$ cat config.mk
export PLATFORM = sky130hd
export DESIGN_NAME = xera4_vram_arbiter
export DESIGN_NICKNAME = d
export VERILOG_FILES = /design/src/rtl/xera4_vram_arbiter.sv
export SDC_FILE = /design/constraint.sdc
export NUM_CORES = 1
export LEC_CHECK = 0
export ABC_CLOCK_PERIOD_IN_PS = 2500
export BUFFER_PORTS_ARGS = -buffer_cell sky130_fd_sc_hd__buf_4
export CAP_MARGIN = 20
export CORE_ASPECT_RATIO = 0.6
export CORE_UTILIZATION = 47
export DETAILED_ROUTE_END_ITERATION = 7
export GPL_TIMING_DRIVEN = 0
export MAX_ROUTING_LAYER = met4
export PLACE_DENSITY_LB_ADDON = 0.15
export REMOVE_ABC_BUFFERS = 1
export SETUP_SLACK_MARGIN = 0.3
export SYNTH_ARGS = -nofsm -noshare
export SYNTH_HDL_FRONTEND = slang
export SYNTH_SLANG_ARGS = --single-unit
$ cat constraint.sdc
create_clock -name clk -period 2.5 [get_ports clk]
set_input_delay 0.25 -clock clk [delete_from_list [all_inputs] [get_ports clk]]
set_output_delay 0.25 -clock clk [all_outputs]
set_load 0.005 [all_outputs]
$ cat src/rtl/xera4_vram_arbiter.sv
// Video RAM arbiter: shares the single-port video SRAM between display bursts,
// the CPU video port and the blit DMA, with bounded CPU/DMA wait and tagged read return.
module xera4_vram_arbiter #(
  parameter int AW        = 15,
  parameter int DW        = 8,
  parameter int BURST_MAX = 16,
  parameter int WAIT_MAX  = 8
) (
  input  logic          clk,
  input  logic          rst,

  input  logic          Dsp_req,
  input  logic [AW-1:0] Dsp_Add,
  input  logic [4:0]    Dsp_len,
  output logic          Dsp_gnt,
  output logic          Dsp_done,
  output logic          Dsp_rvalid,

  input  logic          Cpu_req,
  input  logic [AW-1:0] Cpu_Add,
  input  logic [DW-1:0] Cpu_Out,
  input  logic          Cpu_we,
  output logic          Cpu_gnt,
  output logic          Cpu_rvalid,

  input  logic          Dma_req,
  input  logic [AW-1:0] Dma_Add,
  input  logic [DW-1:0] Dma_Out,
  input  logic          Dma_we,
  output logic          Dma_gnt,
  output logic          Dma_rvalid,

  output logic [DW-1:0] Rd_Data,
  output logic [AW-1:0] Mem_Add,
  output logic [DW-1:0] Mem_Out,
  output logic          Mem_we,
  input  logic [DW-1:0] Mem_In
);

  localparam int            WW       = $clog2(WAIT_MAX + 1);
  localparam logic [WW-1:0] WAIT_LIM = WW'(WAIT_MAX);
  localparam logic [4:0]    LEN_LIM  = 5'(BURST_MAX);

  typedef enum logic [1:0] {S_IDLE, S_BURST, S_SLOT} state_t;
  typedef enum logic [1:0] {TAG_NONE, TAG_DSP, TAG_CPU, TAG_DMA} tag_t;

  state_t        state_q, state_d;
  logic [WW-1:0] wait_q, wait_d, wait_inc;
  logic          rr_dma_q, rr_dma_d;
  logic [AW-1:0] baddr_q, baddr_d;
  logic [4:0]    bcnt_q, bcnt_d;
  logic [4:0]    len_c;

  logic [AW-1:0] mem_add_q, mem_add_d;
  logic [DW-1:0] mem_out_q, mem_out_d;
  logic          mem_we_q, mem_we_d;
  logic          dsp_gnt_q, dsp_gnt_d;
  logic          dsp_done_q, dsp_done_d;
  logic          cpu_gnt_q, cpu_gnt_d;
  logic          dma_gnt_q, dma_gnt_d;

  tag_t          tag1_q, tag1_d;
  tag_t          tag2_q, tag2_d;
  logic          dsp_rv_q, dsp_rv_d;
  logic          cpu_rv_q, cpu_rv_d;
  logic          dma_rv_q, dma_rv_d;
  logic [DW-1:0] rd_data_q, rd_data_d;

  logic          pend;
  logic          pick_cpu;
  logic          grant_rr;
  logic          cpu_win;
  logic          dma_win;

  assign pend     = Cpu_req | Dma_req;
  // rr_dma_q set means DMA was served last, so the CPU wins the next tie.
  assign pick_cpu = Cpu_req & (~Dma_req | rr_dma_q);
  assign wait_inc = (wait_q == WAIT_LIM) ? WAIT_LIM : wait_q + WW'(1);

  always_comb begin
    if (Dsp_len == 5'd0) begin
      len_c = 5'd1;
    end else if (Dsp_len > LEN_LIM) begin
      len_c = LEN_LIM;
    end else begin
      len_c = Dsp_len;
    end
  end

  always_comb begin
    state_d    = state_q;
    wait_d     = wait_q;
    rr_dma_d   = rr_dma_q;
    baddr_d    = baddr_q;
    bcnt_d     = bcnt_q;
    mem_add_d  = mem_add_q;
    mem_out_d  = mem_out_q;
    mem_we_d   = 1'b0;
    dsp_gnt_d  = 1'b0;
    dsp_done_d = 1'b0;
    cpu_gnt_d  = 1'b0;
    dma_gnt_d  = 1'b0;
    tag1_d     = TAG_NONE;
    tag2_d     = tag1_q;
    dsp_rv_d   = (tag2_q == TAG_DSP);
    cpu_rv_d   = (tag2_q == TAG_CPU);
    dma_rv_d   = (tag2_q == TAG_DMA);
    rd_data_d  = (tag2_q != TAG_NONE) ? Mem_In : rd_data_q;
    grant_rr   = 1'b0;
    cpu_win    = 1'b0;
    dma_win    = 1'b0;

    unique case (state_q)
      S_IDLE: begin
        if ((wait_q == WAIT_LIM) && pend) begin
          grant_rr = 1'b1;
        end else if (Dsp_req) begin
          mem_add_d = Dsp_Add;
          dsp_gnt_d = 1'b1;
          tag1_d    = TAG_DSP;
          if (len_c > 5'd1) begin
            baddr_d = Dsp_Add + AW'(1);
            bcnt_d  = len_c - 5'd1;
            state_d = S_BURST;
          end else begin
            dsp_done_d = 1'b1;
          end
        end else if (pend) begin
          grant_rr = 1'b1;
        end
      end
      S_BURST: begin
        mem_add_d = baddr_q;
        dsp_gnt_d = 1'b1;
        tag1_d    = TAG_DSP;
        baddr_d   = baddr_q + AW'(1);
        bcnt_d    = bcnt_q - 5'd1;
        if (bcnt_q == 5'd1) begin
          dsp_done_d = 1'b1;
          state_d    = S_IDLE;
        end else if (pend && (wait_inc == WAIT_LIM)) begin
          state_d = S_SLOT;
        end
      end
      S_SLOT: begin
        grant_rr = 1'b1;
        state_d  = S_BURST;
      end
      default: state_d = S_IDLE;
    endcase

    if (grant_rr && pend) begin
      cpu_win = pick_cpu;
      dma_win = ~pick_cpu;
    end

    if (cpu_win) begin
      mem_add_d = Cpu_Add;
      mem_out_d = Cpu_Out;
      mem_we_d  = Cpu_we;
      cpu_gnt_d = 1'b1;
      rr_dma_d  = 1'b0;
      tag1_d    = Cpu_we ? TAG_NONE : TAG_CPU;
    end else if (dma_win) begin
      mem_add_d = Dma_Add;
      mem_out_d = Dma_Out;
      mem_we_d  = Dma_we;
      dma_gnt_d = 1'b1;
      rr_dma_d  = 1'b1;
      tag1_d    = Dma_we ? TAG_NONE : TAG_DMA;
    end

    // The wait counter survives burst boundaries so a CPU/DMA slot cannot be starved.
    if (cpu_win || dma_win) begin
      wait_d = '0;
    end else if (pend) begin
      wait_d = wait_inc;
    end
  end

  always_ff @(posedge clk) begin
    if (rst) begin
      state_q    <= S_IDLE;
      wait_q     <= '0;
      rr_dma_q   <= 1'b1;
      baddr_q    <= '0;
      bcnt_q     <= '0;
      mem_add_q  <= '0;
      mem_out_q  <= '0;
      mem_we_q   <= 1'b0;
      dsp_gnt_q  <= 1'b0;
      dsp_done_q <= 1'b0;
      cpu_gnt_q  <= 1'b0;
      dma_gnt_q  <= 1'b0;
      tag1_q     <= TAG_NONE;
      tag2_q     <= TAG_NONE;
      dsp_rv_q   <= 1'b0;
      cpu_rv_q   <= 1'b0;
      dma_rv_q   <= 1'b0;
      rd_data_q  <= '0;
    end else begin
      state_q    <= state_d;
      wait_q     <= wait_d;
      rr_dma_q   <= rr_dma_d;
      baddr_q    <= baddr_d;
      bcnt_q     <= bcnt_d;
      mem_add_q  <= mem_add_d;
      mem_out_q  <= mem_out_d;
      mem_we_q   <= mem_we_d;
      dsp_gnt_q  <= dsp_gnt_d;
      dsp_done_q <= dsp_done_d;
      cpu_gnt_q  <= cpu_gnt_d;
      dma_gnt_q  <= dma_gnt_d;
      tag1_q     <= tag1_d;
      tag2_q     <= tag2_d;
      dsp_rv_q   <= dsp_rv_d;
      cpu_rv_q   <= cpu_rv_d;
      dma_rv_q   <= dma_rv_d;
      rd_data_q  <= rd_data_d;
    end
  end

  assign Mem_Add    = mem_add_q;
  assign Mem_Out    = mem_out_q;
  assign Mem_we     = mem_we_q;
  assign Dsp_gnt    = dsp_gnt_q;
  assign Dsp_done   = dsp_done_q;
  assign Cpu_gnt    = cpu_gnt_q;
  assign Dma_gnt    = dma_gnt_q;
  assign Dsp_rvalid = dsp_rv_q;
  assign Cpu_rvalid = cpu_rv_q;
  assign Dma_rvalid = dma_rv_q;
  assign Rd_Data    = rd_data_q;

endmodule
# == After elaboration in Yosys (flattened, before gate mapping) ==
# Index checks and enable logic that the tools add are counted.
# op_classes
addsub,5
n_lt_le_gt_ge,2
eq_ne,14
muxes,51
bitwise,5
reduce_logical,15
# ops
operator,n
$mux W15,7
$pmux W15 S2,2
$add A15 B1 Y15 const B,2
$mux W5,5
$mux W1,19
$mux W2,9
$mux W8,2
$pmux W5 S2,1
$sub A5 B1 Y5 const B,2
$eq A4 B4 Y1 const B,2
$ne A4 B4 Y1 const B,2
$pmux W1 S2,4
$reduce_and A4 Y1,2
$eq A2 B2 Y1 const B,3
$ne A2 B2 Y1 const B,3
$pmux W2 S3,1
$reduce_bool A2 Y1,3
$eq A5 B1 Y1 const B,1
$gt A5 B1 Y1 const B,1
$gt A5 B5 Y1 const B,1
$logic_not A5 Y1,1
$add A4 B1 Y4 const B,1
$eq A2 B1 Y1 const B,2
$mux W4,1
10 further kinds,15
# word_totals
register_bits,70
in_bits,81
output_inout_bits,39
word_cells,110

# == Depth between registers and ports, before layout ==
# depth
ltp_word,9
depth_mapped,14
depth_no_buf,9

# == Worst setup path after synthesis ==
# No wires, ideal clock.
# synth_timing
path_type,register -> register
from,reg state_q[1]
to,reg baddr_q[12]
setup_ns,0.074
arrival_time_ns,2.470
t_required_ns,2.426
slack_ns,-0.044
path_stages_with_launch,15
path_buffers,6
synth_period_minus_slack_ns,2.544
cell_sequence,dfxtp_1 -> buf_6 -> nand2b_4 -> buf_8 -> buf_8 -> buf_2 -> buf_1 -> nand2_1 -> o21ai_0 -> ha_1 -> and4_1 -> buf_4 -> nand3_2 -> mux2_4 -> a31oi_4
# synth_via
elab_chain_len,3
elab_cells_between_ends,8
classes_between,eq/ne (4); mux (1); reduce/logical (3)
# synth_rtl
item,line,rtl
"start, declared",47,"state_t state_q, state_d;"
"start signal, assigned",202,state_q <= state_d;
$eq A2 B1 Y1 / $logic_not A2 Y1 (equally long branches),113,unique case (state_q)
$reduce_bool A2 Y1 (no source line) / $ne A2 B2 Y1 (equally long branches),--,
$reduce_and A4 Y1 (no source line),--,
"end signal, assigned",205,baddr_q <= baddr_d;
"end, declared",50,"logic [AW-1:0] baddr_q, baddr_d;"
# Parallel ways exist; a longest one is shown, timed or not.
# A chain may end at the register's enable or synchronous reset.

# == Worst setup path after layout ==
# Ends and elaborated chain as after synthesis.

==> Implementation_results.wiki <==
{| class="wikitable"
! Metric !! Value
|-
| Endpoint of the worst-slack reg-to-reg timing path || baddr_q[12]
|-
| Number of buffers on the longest clock path || 2
|-
| Max-slew violation total from the final report || 0
|-
| Final core utilization || 0.675
|-
| H-Tree Level Count || 3
|-
| Hold Path Origin || Mem_In[7]
|-
| Reg area || 1410 sq um
|-
| Weighted congestion at the end of routability-driven global placement || 0.845
|-
| Worst path arrival time || roughly 2.4 ns
|-
| Final wirelength || 11900 um
|-
| Path type of the worst setup path || flip-flop to flip-flop
|-
| Antenna-violating nets left || 0
|-
| Crit path max-delay cell type || dfxtp_4
|-
| Number of max-cap violations || 0
|-
| Post-detail-place hpwl || 7960 um
|-
| Synth Flop Type || dfxtp_1
|-
| Outcome || finished clean
|-
| Worst IR Drop VDD || 398 uV
|-
| Maximum operating frequency || 0.464 GHz
|-
| Worst hold path type || primary input to flip-flop
|-
| Standard cell area after detailed placement || 4940 sq um
|-
| Overall track demand over capacity in global routing || 0.273
|-
| Per-cell routed wire length || approximately 16 um
|-
| Startpoint of the lowest-slack register-to-register path || state_q[1]
|-
| Ant diodes || 0
|-
| Post-Synthesis Cells || 502
|-
| CP Capture Point || baddr_q[12]
|-
| Worst clock skew || 0.00789 ns
|-
| Via/cell ratio || roughly 5.7
|-
| Global-route wire length before repair || between 15000 and 20000 um
|-
| Area of the placeable core || roughly 8100 sq um
|-
| Final-report hold violation count || 0
|-
| Most frequent cells in the layout || buf_4, dfxtp_1, nand2_1
|-
| Register bit count reported by yosys || 70
|-
| Post-CTS clock slew at the launch and capture registers of the worst setup and hold paths || 0.06 ns
|-
| Die X-Extent || 121 um
|-
| Overall die area || 8930 sq um
|-
| Mapped Area || 4010 sq um
|-
| Series of cell instances along the critical path || nand2b_4 -> buf_4 -> mux2i_4 -> and4_4 -> nand3_2 -> mux2_4 -> a31oi_4
|-
| Required time of the critical path || 2.76 ns
|-
| Root cell of the clock tree || clkbuf_16
|-
| Fraction of final layout cells with drive strength greater than 1 || 0.301
|-
| Row cnt || 25
|-
| Length in cells of the worst reg-to-reg path || 7
|-
| Initial antenna violation count || 0
|-
| Fraction of the yosys area taken by sequential cells || 0.349
|-
| Total clock buffers created by CTS || 9
|-
| Layout net count || 701
|-
| Initial cell density of the core || 0.497
|-
| Die height || 73.6 um
|-
| Crit. Startpoint || state_q[1]
|-
| Filler cell count || 680
|-
| Post-Synthesis Mean Instance Area || 8.00 sq um
|-
| Clock latency on the worst-skew pair || approximately 0.34 ns
|-
| Syn. warnings || 0
|-
| Pwr per Cell Area || roughly 680 nW/um^2
|-
| Fin cells || 726
|-
| I/O pin count || 120
|-
| Setup crit start kind || flip-flop
|-
| Total grt overflow || 0
|-
| Fraction of the cycle the final worst path needs || 0.862
|-
| Sum of negative setup slack || 0 ns
|-
| Length of the first detailed-routing pass in iterations || 5
|-
| Most common cell after layout, fill and taps aside || buf_4
|-
| Placed cell count || ~700
|-
| Worst Hold Margin || 0.183 ns
|-
| Vias in the first global route || 3783
|-
| Synth-to-Final Area Change || 35.7%
|-
| Static Leakage || 2.27 nW
|-
| Min cycle time layout || 2.16 ns
|-
| Normalized max-slew margin || 0.480
|-
| Port buffer count || 119
|-
| Fraction of registers with async set or reset after synthesis || 0
|-
| Detailed-route DRC error count || 0
|-
| Routed via count || 4163
|-
| TritonCTS clock tree || built
|-
| Biggest fanout along the worst timing path || 16
|-
| Area used by multi-input combinational logic || 2470 sq um
|-
| Maximum number of pins on one net before global-route repair || 74
|-
| Unrepaired setup endpoints after global routing || yes
|-
| Number of DRC violations after detailed-routing iteration 0 || 328
|-
| Count of clock tree sinks || 70
|-
| Setup-violating endpoint count in the final report || 0
|-
| Delay contributed by the slowest stage of the critical path || about 0.48 ns
|-
| Number of enable-type register cells in the synthesized netlist || 0
|-
| CP Capture Type || flip-flop
|-
| Post-layout instance area || roughly 5400 sq um
|-
| Register-to-Register Setup Slack || ~0.34 ns
|-
| Worst Tran Pin Value || 0.779 ns
|-
| Netlist cell types || between 60 and 70
|-
| Post-CTS Hold Fix Bufs || 0
|}
## worst max-delay path: cells and delay by family (launching register included)
family	cells	cell delay, ns
and+or+nand+nor	3	0.64
buffers and inverters	1	0.18
muxes	2	0.63
AOI/OAI and AO/OA	1	0.14
DFF	1	0.48
## registers in the layout, indices dropped and copies added, names as in the netlist, 2 cells and up
| signal | count |
|---|---|
| Mem_Add | 15 |
| baddr_q | 15 |
| Mem_Out | 8 |
| Rd_Data | 8 |
| bcnt_q | 5 |
| wait_q | 4 |
| state_q | 2 |
| tag1_q | 2 |
| tag2_q | 2 |
## synthesized netlist by cell type, drive strengths merged (2+ instances only)
master,n,area [sq um]
nand3,11,65.1
nand4,2,12.5
nor4b,2,32.5
a21oi,46,234
nor2,58,228
ha,7,87.6
a211oi,6,45.0
nor3b,5,37.5
a311oi,8,70.1
nor3,24,120
a2111oi,15,131
a22oi,2,15.0
clkbuf,18,67.6
o21ai,29,149
nand2b,7,51.3
nor4,3,18.8
xnor2,4,35.0
buf,19,118
o21a,4,30.0
nor2b,5,31.3
nand3b,6,45.0
and3,2,12.5
mux2i,25,267
and4,2,18.8
inv,18,67.6
o22ai,5,31.3
o311ai,2,17.5
or3,6,37.5
nand2,57,214
mux2,7,86.3
dfxtp,70,1400
a32oi,3,26.3
a31oi,8,65.1
## cells by family after synthesis
| kind of cell | count (synthesis) | synth area share |
|---|---|---|
| AOI/OAI and AO/OA | 140 | 0.231 |
| xor gates and xnor gates | 5 | 0.0109 |
| adders and majority gates | 7 | 0.0218 |
| buffers and inverters | 55 | 0.0630 |
| DFF | 70 | 0.349 |
| muxes | 32 | 0.0879 |
| and+or+nand+nor | 193 | 0.237 |
## routing by layer
metal	track usage	part of all wire	vias to the layer above
met2	0.420	0.47	145
met1	0.367	0.47	1963
met3	0.0551	0.056	7
li1	-	-	2048
met4	0.0713	0.0062	0
met5	-	0	-
## worst min-delay path by stage
stage	endpoint	slack, ns	cells after the start
after floorplan	baddr_q[12]	0.31	1
after global placement	tag2_q[1]	0.42	1
after detailed placement	tag2_q[1]	0.44	1
after CTS	Rd_Data[5]	0.18	3
after global routing	Rd_Data[5]	0.19	3
final	Rd_Data[7]	0.18	3
## power breakdown
part	leakage, nW	internal, mW	switching [mW]	total, mW
registers	0.579	1.24	0.104	1.35
clock network	0.143	0.785	0.537	1.32
logic	1.55	0.486	0.539	1.03
total	2.27	2.52	1.18	3.69
## area by class of cell
| type | count | share of cell area |
|---|---|---|
| clock buffer | 9 | 0.0414 |
| clock inverter | 7 | 0.0147 |
| inverter | 18 | 0.0124 |
| multi-input combinational | 380 | 0.453 |
| sequential | 70 | 0.259 |
| tap | 108 | 0.0248 |
| timing repair buffer | 134 | 0.195 |
## metrics by stage
| stage | power, mW | setup WS, ns |
|---|---|---|
| finish | 3.69 | 0.344 |
| global route | 3.87 | 0.213 |
| CTS | 3.66 | 0.282 |
| detailed placement | 2.30 | -0.879 |
| global placement | 2.24 | -1.14 |
| floorplan | 1.88 | -0.420 |
## what timing repair did
| action | in CTS | in global routing |
|---|---|---|
| buffers inserted | 5 | 5 |
| pin swaps | 1 | 4 |
| endpoints found under the setup margin | 40 | 26 |
| cloned | 2 | 1 |
| resized for setup | 16 | 14 |
Power figures use the tool's default switching activity.
